### config.mk
export PLATFORM = sky130hd
export DESIGN_NAME = if_id_buffer
export DESIGN_NICKNAME = d
export VERILOG_FILES = /design/src/rtl/if_id_buffer.sv
export SDC_FILE = /design/constraint.sdc
export NUM_CORES = 1
export LEC_CHECK = 0
export ABC_AREA = 1
export BUFFER_PORTS_ARGS = -buffer_cell sky130_fd_sc_hd__buf_2
export CAP_MARGIN = 30
export CORE_MARGIN = 4
export CORE_UTILIZATION = 30
export CTS_BUF_LIST = sky130_fd_sc_hd__clkbuf_2
export CTS_CLUSTER_DIAMETER = 150
export DETAILED_ROUTE_END_ITERATION = 12
export GPL_ROUTABILITY_DRIVEN = 0
export GPL_TIMING_DRIVEN = 0
export SLEW_MARGIN = 15
export SYNTH_ARGS = -nofsm -noshare
export SYNTH_HDL_FRONTEND = slang
export SYNTH_SLANG_ARGS = --single-unit
### constraint.sdc
create_clock -name clk -period 2.6 [get_ports clk]
set_clock_uncertainty 0.15 [all_clocks]
set_input_delay 0.26 -clock clk [delete_from_list [all_inputs] [get_ports clk]]
set_output_delay 0.26 -clock clk [all_outputs]
set_load 0.02 [all_outputs]
### src/rtl/if_id_buffer.sv
// Fetch-to-decode buffer: small FIFO of {pc, instr} with valid/ready handshake and immediate pre-decode.
// Optional macro IF_ID_STALL_COUNT_EN adds a saturating decode-stall cycle counter (stall_cycles).
module if_id_buffer #(
    parameter int XLEN  = 32,
    parameter int DEPTH = 2
) (
    input  logic            clk,
    input  logic            rst_n,
    input  logic            in_valid,
    output logic            in_ready,
    input  logic [XLEN-1:0] in_pc,
    input  logic [31:0]     in_instr,
    input  logic            flush,
    output logic            out_valid,
    input  logic            out_ready,
    output logic [XLEN-1:0] out_pc,
    output logic [XLEN-1:0] out_pc_plus4,
    output logic [31:0]     out_instr,
    output logic [24:0]     out_imm_field,
    output logic [2:0]      out_imm_src,
    output logic            out_illegal
`ifdef IF_ID_STALL_COUNT_EN
    ,
    output logic [31:0]     stall_cycles
`endif
);

    localparam int PTRW = (DEPTH > 1) ? $clog2(DEPTH) : 1;
    localparam int CNTW = $clog2(DEPTH + 1);
    localparam logic [31:0] NOP = 32'h0000_0013;

    logic [XLEN-1:0] pc_mem    [DEPTH];
    logic [31:0]     instr_mem [DEPTH];
    logic [PTRW-1:0] rd_ptr;
    logic [PTRW-1:0] wr_ptr;
    logic [CNTW-1:0] count;
    logic [XLEN-1:0] last_pc;
    logic            enq;
    logic            deq;
    logic            illegal_op;

    // in_ready depends only on the registered count, so decode backpressure never reaches fetch combinationally
    assign in_ready  = (count < CNTW'(DEPTH));
    assign out_valid = (count != '0);
    assign enq       = in_valid && in_ready;
    assign deq       = out_valid && out_ready;

    always_ff @(posedge clk or negedge rst_n) begin
        if (!rst_n) begin
            rd_ptr  <= '0;
            wr_ptr  <= '0;
            count   <= '0;
            last_pc <= '0;
            for (int i = 0; i < DEPTH; i++) begin
                pc_mem[i]    <= '0;
                instr_mem[i] <= '0;
            end
        end else if (flush) begin
            rd_ptr <= '0;
            wr_ptr <= '0;
            count  <= '0;
        end else begin
            if (enq) begin
                pc_mem[wr_ptr]    <= in_pc;
                instr_mem[wr_ptr] <= in_instr;
                wr_ptr            <= wr_ptr + 1'b1;
            end
            if (deq) begin
                last_pc <= pc_mem[rd_ptr];
                rd_ptr  <= rd_ptr + 1'b1;
            end
            case ({enq, deq})
                2'b10:   count <= count + 1'b1;
                2'b01:   count <= count - 1'b1;
                default: count <= count;
            endcase
        end
    end

    // When empty, decode sees a NOP while the pc outputs keep the last instruction handed over
    assign out_pc        = out_valid ? pc_mem[rd_ptr] : last_pc;
    assign out_instr     = out_valid ? instr_mem[rd_ptr] : NOP;
    assign out_pc_plus4  = out_pc + XLEN'(4);
    assign out_imm_field = out_instr[31:7];

    always_comb begin
        out_imm_src = 3'b000;
        illegal_op  = 1'b0;
        case (out_instr[6:0])
            7'b0000011, 7'b0010011, 7'b1100111: out_imm_src = 3'b000;
            7'b0100011:                         out_imm_src = 3'b001;
            7'b1100011:                         out_imm_src = 3'b101;
            7'b0110111, 7'b0010111:             out_imm_src = 3'b010;
            7'b1101111:                         out_imm_src = 3'b110;
            7'b0110011, 7'b1110011, 7'b0001111: out_imm_src = 3'b000;
            default:                            illegal_op  = 1'b1;
        endcase
    end

    assign out_illegal = out_valid && illegal_op;

`ifdef IF_ID_STALL_COUNT_EN
    // Deliberately survives flush so it measures total decode stall time
    always_ff @(posedge clk or negedge rst_n) begin
        if (!rst_n) begin
            stall_cycles <= '0;
        end else if (out_valid && !out_ready && (stall_cycles != 32'hFFFF_FFFF)) begin
            stall_cycles <= stall_cycles + 32'd1;
        end
    end
`endif

endmodule

# Word level (Yosys, flattened, before mapping)

Cells that the tools add are included.
Widths: inputs -> output; s select.

Multiplexer cells: 20
Add/subtract/negate cells: 5
Reduce and logical (&&, ||, !) cells: 12
Bitwise logic cells: 3
Order comparisons: 4
Equal/unequal tests: 13

Operators by type and width:

| kind                  | count |
|---|---|
| $mux 32               | 9 |
| $bwmux 64             | 2 |
| $add 32x3->32 const B | 1 |
| $demux 32 s1          | 1 |
| $eq 7x7->1 const B    | 4 |
| $eq 7x6->1 const B    | 3 |
| $eq 7x5->1 const B    | 2 |
| $pmux 3 s4            | 1 |
| $reduce_or 11->1      | 1 |
| $eq 7x2->1 const B    | 1 |
| $eq 7x4->1 const B    | 1 |
| $reduce_bool 2->1     | 3 |
| $mux 1                | 5 |
| $ge 2x2->1 const B    | 2 |
| $logic_and 1x1->1     | 4 |
| $not 1->2             | 2 |
| $pmux 2 s2            | 1 |
| $reduce_and 2->1      | 2 |
| $reduce_bool 3->1     | 1 |
| $add 1x1->1 const B   | 2 |
| $add 2x1->2 const B   | 1 |
| $eq 2x1->1 const B    | 1 |
| $eq 2x2->1 const B    | 1 |
| $lt 2x1->1 const B    | 1 |
| 5 further kinds       | 5 |

Output and inout bits: 127
Flip-flop bits (word level): 164

# Depth between registers and ports, before layout

Depth in word-level cells: 9
Gate-level depth with buffers: 15
Gate-level depth less buffers: 14

# Least setup slack after synthesis

Ideal clock, no wire load.

Path type: reg-to-output
Start: register rd_ptr
End: output out_pc_plus4[16]
Stages on the path, launching flop included: 13
Slack: -0.077 ns
Data required time: 2.190 ns
Arrival: 2.267 ns
Cell sequence: dfrtp_1 -> buf_4 -> nand2_1 -> nand2_1 -> o21ai_2 -> inv_2 -> ha_1 -> nand3_1 -> nor2_4 -> nand2_2 -> inv_1 -> nand2_1 -> xor2_1

Cells in the longest elaborated chain, start to end: 6

RTL lines:

| item                                       | RTL line | text |
|---|---|---|
| start: declaration                         | 34       | `logic [PTRW-1:0] rd_ptr;` |
| start signal: assignment                   | 70       | `rd_ptr <= rd_ptr + 1'b1;` |
| $not 1->2 (implied by the code)            | 81       | `assign out_pc = out_valid ? pc_mem[rd_ptr] : last_pc;` |
| $mux 32 (implied by the code) (3 in a row) | 81       |  |
| $mux 32                                    | 81       |  |
| named net out_pc[2]                        | 16       | `output logic [XLEN-1:0] out_pc,` |
| $add 32x3->32                              | 83       | `assign out_pc_plus4 = out_pc + XLEN'(4);` |
| end: declaration                           | 17       | `output logic [XLEN-1:0] out_pc_plus4,` |

The timed path passes the listed nets, and every way through them passes these cells. The select of a mux whose other input is x is not followed.

# Final worst setup path

Start: register rd_ptr
End: output out_pc_plus4[20]

Cells in the longest elaborated chain, start to end: 6

RTL lines:

| item                                       | RTL line |
|---|---|
| $not 1->2 (implied by the code)            | 81 |
| $mux 32 (implied by the code) (3 in a row) | 81 |
| $mux 32                                    | 81 |
| $add 32x3->32                              | 83 |

Every way passes these cells. The select of a mux whose other input is x is not followed.

==> reports/qor.csv <==
metric,value,unit
post-synthesis cell type count,32,
Sequential Power Share,0.254,
I/O Buffers,195,
"FF+latch count, synth",164,
Core ar.,0.02980,sq mm
"Clk Latency, worst-skew pair",0.75,ns
"Critical Path, Cell by Cell",inv_2 > buf_8 > nand2_2 > nand2_2 > o21ai_4 > inv_2 > ha_4 > nand3_4 > nor2_4 > nand2_4 > nor2_4 > nand3_1 > nand2_2 > inv_2 > buf_6,
DRT iter0 DRCs,583,
Syn Area/Cell,7.060,sq um
# setup viols final,94,
Ys Warns,0,
Internal,8864,uW
CTS tree,built,
Final Hold Fails,0,
Final ANT Viol Nets,0,
switching share of total power,0.4638,
sequential-to-total area share from yosys stat,0.4513,
number of buffers created by CTS,17,
hold crit path type,input pin to flip-flop,
crit path DAT,2.79,ns
Slew @ Worst Pin,0.6315,ns
CTS Sinks,164,
Initial Utilization,0.3052,
post-layout util,0.4930,
First-pass DRT Iterations,6,
fin. max-slew vios,0,
Pwr per Cell Area,1125,mW/mm^2
DRC viols,0,
combinational cell fraction of total power,0.656,
area grow syn2layout,61.54,%
GRT overflow,0,
post-DP HPWL,22010,um
Worst VDD drop,601.2,uV
RSZ-0062 raised after global routing,true,
post-synthesis cell count,1288,
failing checks,setup timing,
Setup crit end kind,output port,
final wirelength,34000,um
htree depth,4,
WS Path Type,flip-flop to output port,
final worst setup slack,-0.5968,ns
fin crit share,1.230,
P_leak,0.007276,uW
"slowest stage delay, CP",0.47,ns
Chip Height,182.1,um
clock share of power,0.091,
vias post-DR,9799,
Max Fclk,312.8,MHz
total nets after synthesis,1358,
die width,182.1,um
Wirelength per Cell,16.28,um
Worst-path clk slew,0.27,ns
Slew HR,0.5790,
Ports,196,
WP data required,2.19,ns
critical path peak fanout,6,
CTS Buffer Depth,2,
Root Buffer,clkbuf_2,
Pwr Total,16530,uW
NumNets Final,1755,
initial antenna violation count,1,
first-pass GRT wire length,52500,um
Max Cap Viol,0,
outcome,"complete, but fails checks",
critical path launch point type,flip-flop,
crit path max-delay cell type,dfrtp_1,
all-layer global routing usage,0.1967,
crit path time final,3.197,ns
Syn Std Cell Area,0.009094,sq mm
Rows,63,
die area,0.03316,sq mm
layout cells sized above 1,0.3960,
vias in the first global route,9842,
largest net degree at the start of global routing,89,
routed vias/inst,4.691,
P_sw,7668,uW
==> sequential cells by signal, indices dropped and copies added (netlist names) <==
| signal | count |
|---|---|
| wr_ptr | 1 |
| count | 2 |
| rd_ptr | 1 |
| pc_mem | 64 |
| instr_mem | 64 |
| last_pc | 32 |
==> through the flow <==
stage	cells	setup WS [ns]	TNS [ns]	instance area [sq um]	hold WS [ns]
finish	2089	-0.5968	-32.98	14690	0.1154
global route	2089	-0.7835	-50.67	14690	0.07390
CTS	2063	-0.6412	-37.63	13750	0.05111
detailed placement	1874	-0.2837	-1.949	10600	0.1379
global placement	1873	-1.541	-251.57	10570	0.3061
floorplan	1288	0.02673	0	9101	-0.1856
==> cells in the final DEF (no fill, tap or decap), types with 4 or more instances in the layout <==
cell type	instances
nand2_1	409
dfrtp_1	164
o21ai_0	156
buf_6	124
nand2_2	122
buf_4	119
inv_1	111
buf_2	92
dlygate4sd3_1	69
nand3_1	35
nand2_4	31
nor2_1	29
nor2_4	27
nor2_2	25
a21oi_4	24
clkbuf_1	22
clkbuf_2	19
buf_12	16
inv_2	13
xor2_1	11
buf_8	10
nand4_1	7
o21ai_4	5
nand3_2	5
buf_16	5
buf_1	4
clkinv_2	4
clkinv_4	4
==> Yosys cell counts (all sizes together) <==
library cell	count	area [sq um]
xnor2	1	8.760
dfrtp	164	4104
nand2	562	2185
o21ai	166	834.6
nor2	81	359.1
clkbuf	24	90.09
nand3	43	215.2
ha	1	12.51
nand4	7	43.79
clkinv	1	3.750
o22ai	1	6.260
buf	66	457.9
a21oi	26	130.1
xor2	14	122.6
nor3	2	21.27
a31oi	1	6.260
a21boi	1	7.510
o211ai	1	7.510
or2	2	12.52
inv	124	465.4
==> per-layer routing <==
metal / routed length [um] / up-vias / global-route usage / part of all wire
met4: 666 / 0 / 0.04653 / 0.020
li1: - / 4751 / - / -
met1: 14790 / 4689 / 0.2595 / 0.43
met2: 16790 / 304 / 0.3386 / 0.49
met3: 1760 / 55 / 0.03309 / 0.052
met5: 0 / - / 0 / 0
==> logic make-up (layout without fill, tap and decap cells) <==
group	Yosys count	after routing	share of synthesized area
and+or+nand+nor	697	697	0.3119
adders and majority gates	1	1	0.001376
DFF	164	164	0.4513
xor gates and xnor gates	15	15	0.01445
buffers and inverters	215	624	0.1119
other	0	2	0
AOI/OAI and AO/OA	196	196	0.1091
==> final cells by class <==
type                            instances  area (sq um)
Tap cell                              390         488.0
Clock inverter                         12         156.4
Timing Repair Buffer                  383          3502
Antenna cell                            2         5.005
Inverter                              125         470.5
Sequential cell                       164          4104
Fill cell                            2883         15110
Clock buffer                           19         95.09
Buffer                                 85         762.0
Multi-Input combinational cell        909          5107
==> power groups by stage <==
stage / clock network, uW / logic (uW) / registers, uW
final: 1500 / 10800 / 4200
after global routing: 1630 / 11600 / 4330
after CTS: 1530 / 9450 / 4170
after detailed placement: 0 / 6870 / 4160
after global placement: 0 / 6780 / 4120
after floorplan: 0 / 4680 / 4030
==> critical path, delay by kind of cell, from the launching register on <==
kind / cells / cell delay, ns
simple gates: 8 / 0.84
flops: 1 / 0.47
fa+ha+maj: 1 / 0.16
compound gates: 1 / 0.09
buf+inv: 5 / 0.50
==> path summary, 6_finish.rpt <==
check / cells past startpoint / startpoint / to / slack, ns
hold / removal: 4 / in_pc[10] / pc_mem[42] / 0.12
hold reg to reg: 2 / instr_mem[8] / instr_mem[8] / 0.36
min in group asynchronous: 3 / rst_n / instr_mem[57] / 0.42
setup reg to reg: 23 / rd_ptr / last_pc[3] / -0.47
max in group asynchronous: 4 / rst_n / pc_mem[50] / 0.99
setup / recovery: 15 / rd_ptr / out_pc_plus4[20] / -0.60
==> repair_timing <==
item,in CTS,in global routing
pin swaps,60,75
hold buffers,69,0
cloned,7,2
setup buffers,83,31
endpoints found under the hold margin,328,0
gates resized for setup,411,207
setup endpoints to repair,122,126
No activity file was read; power rests on OpenSTA's default activity.
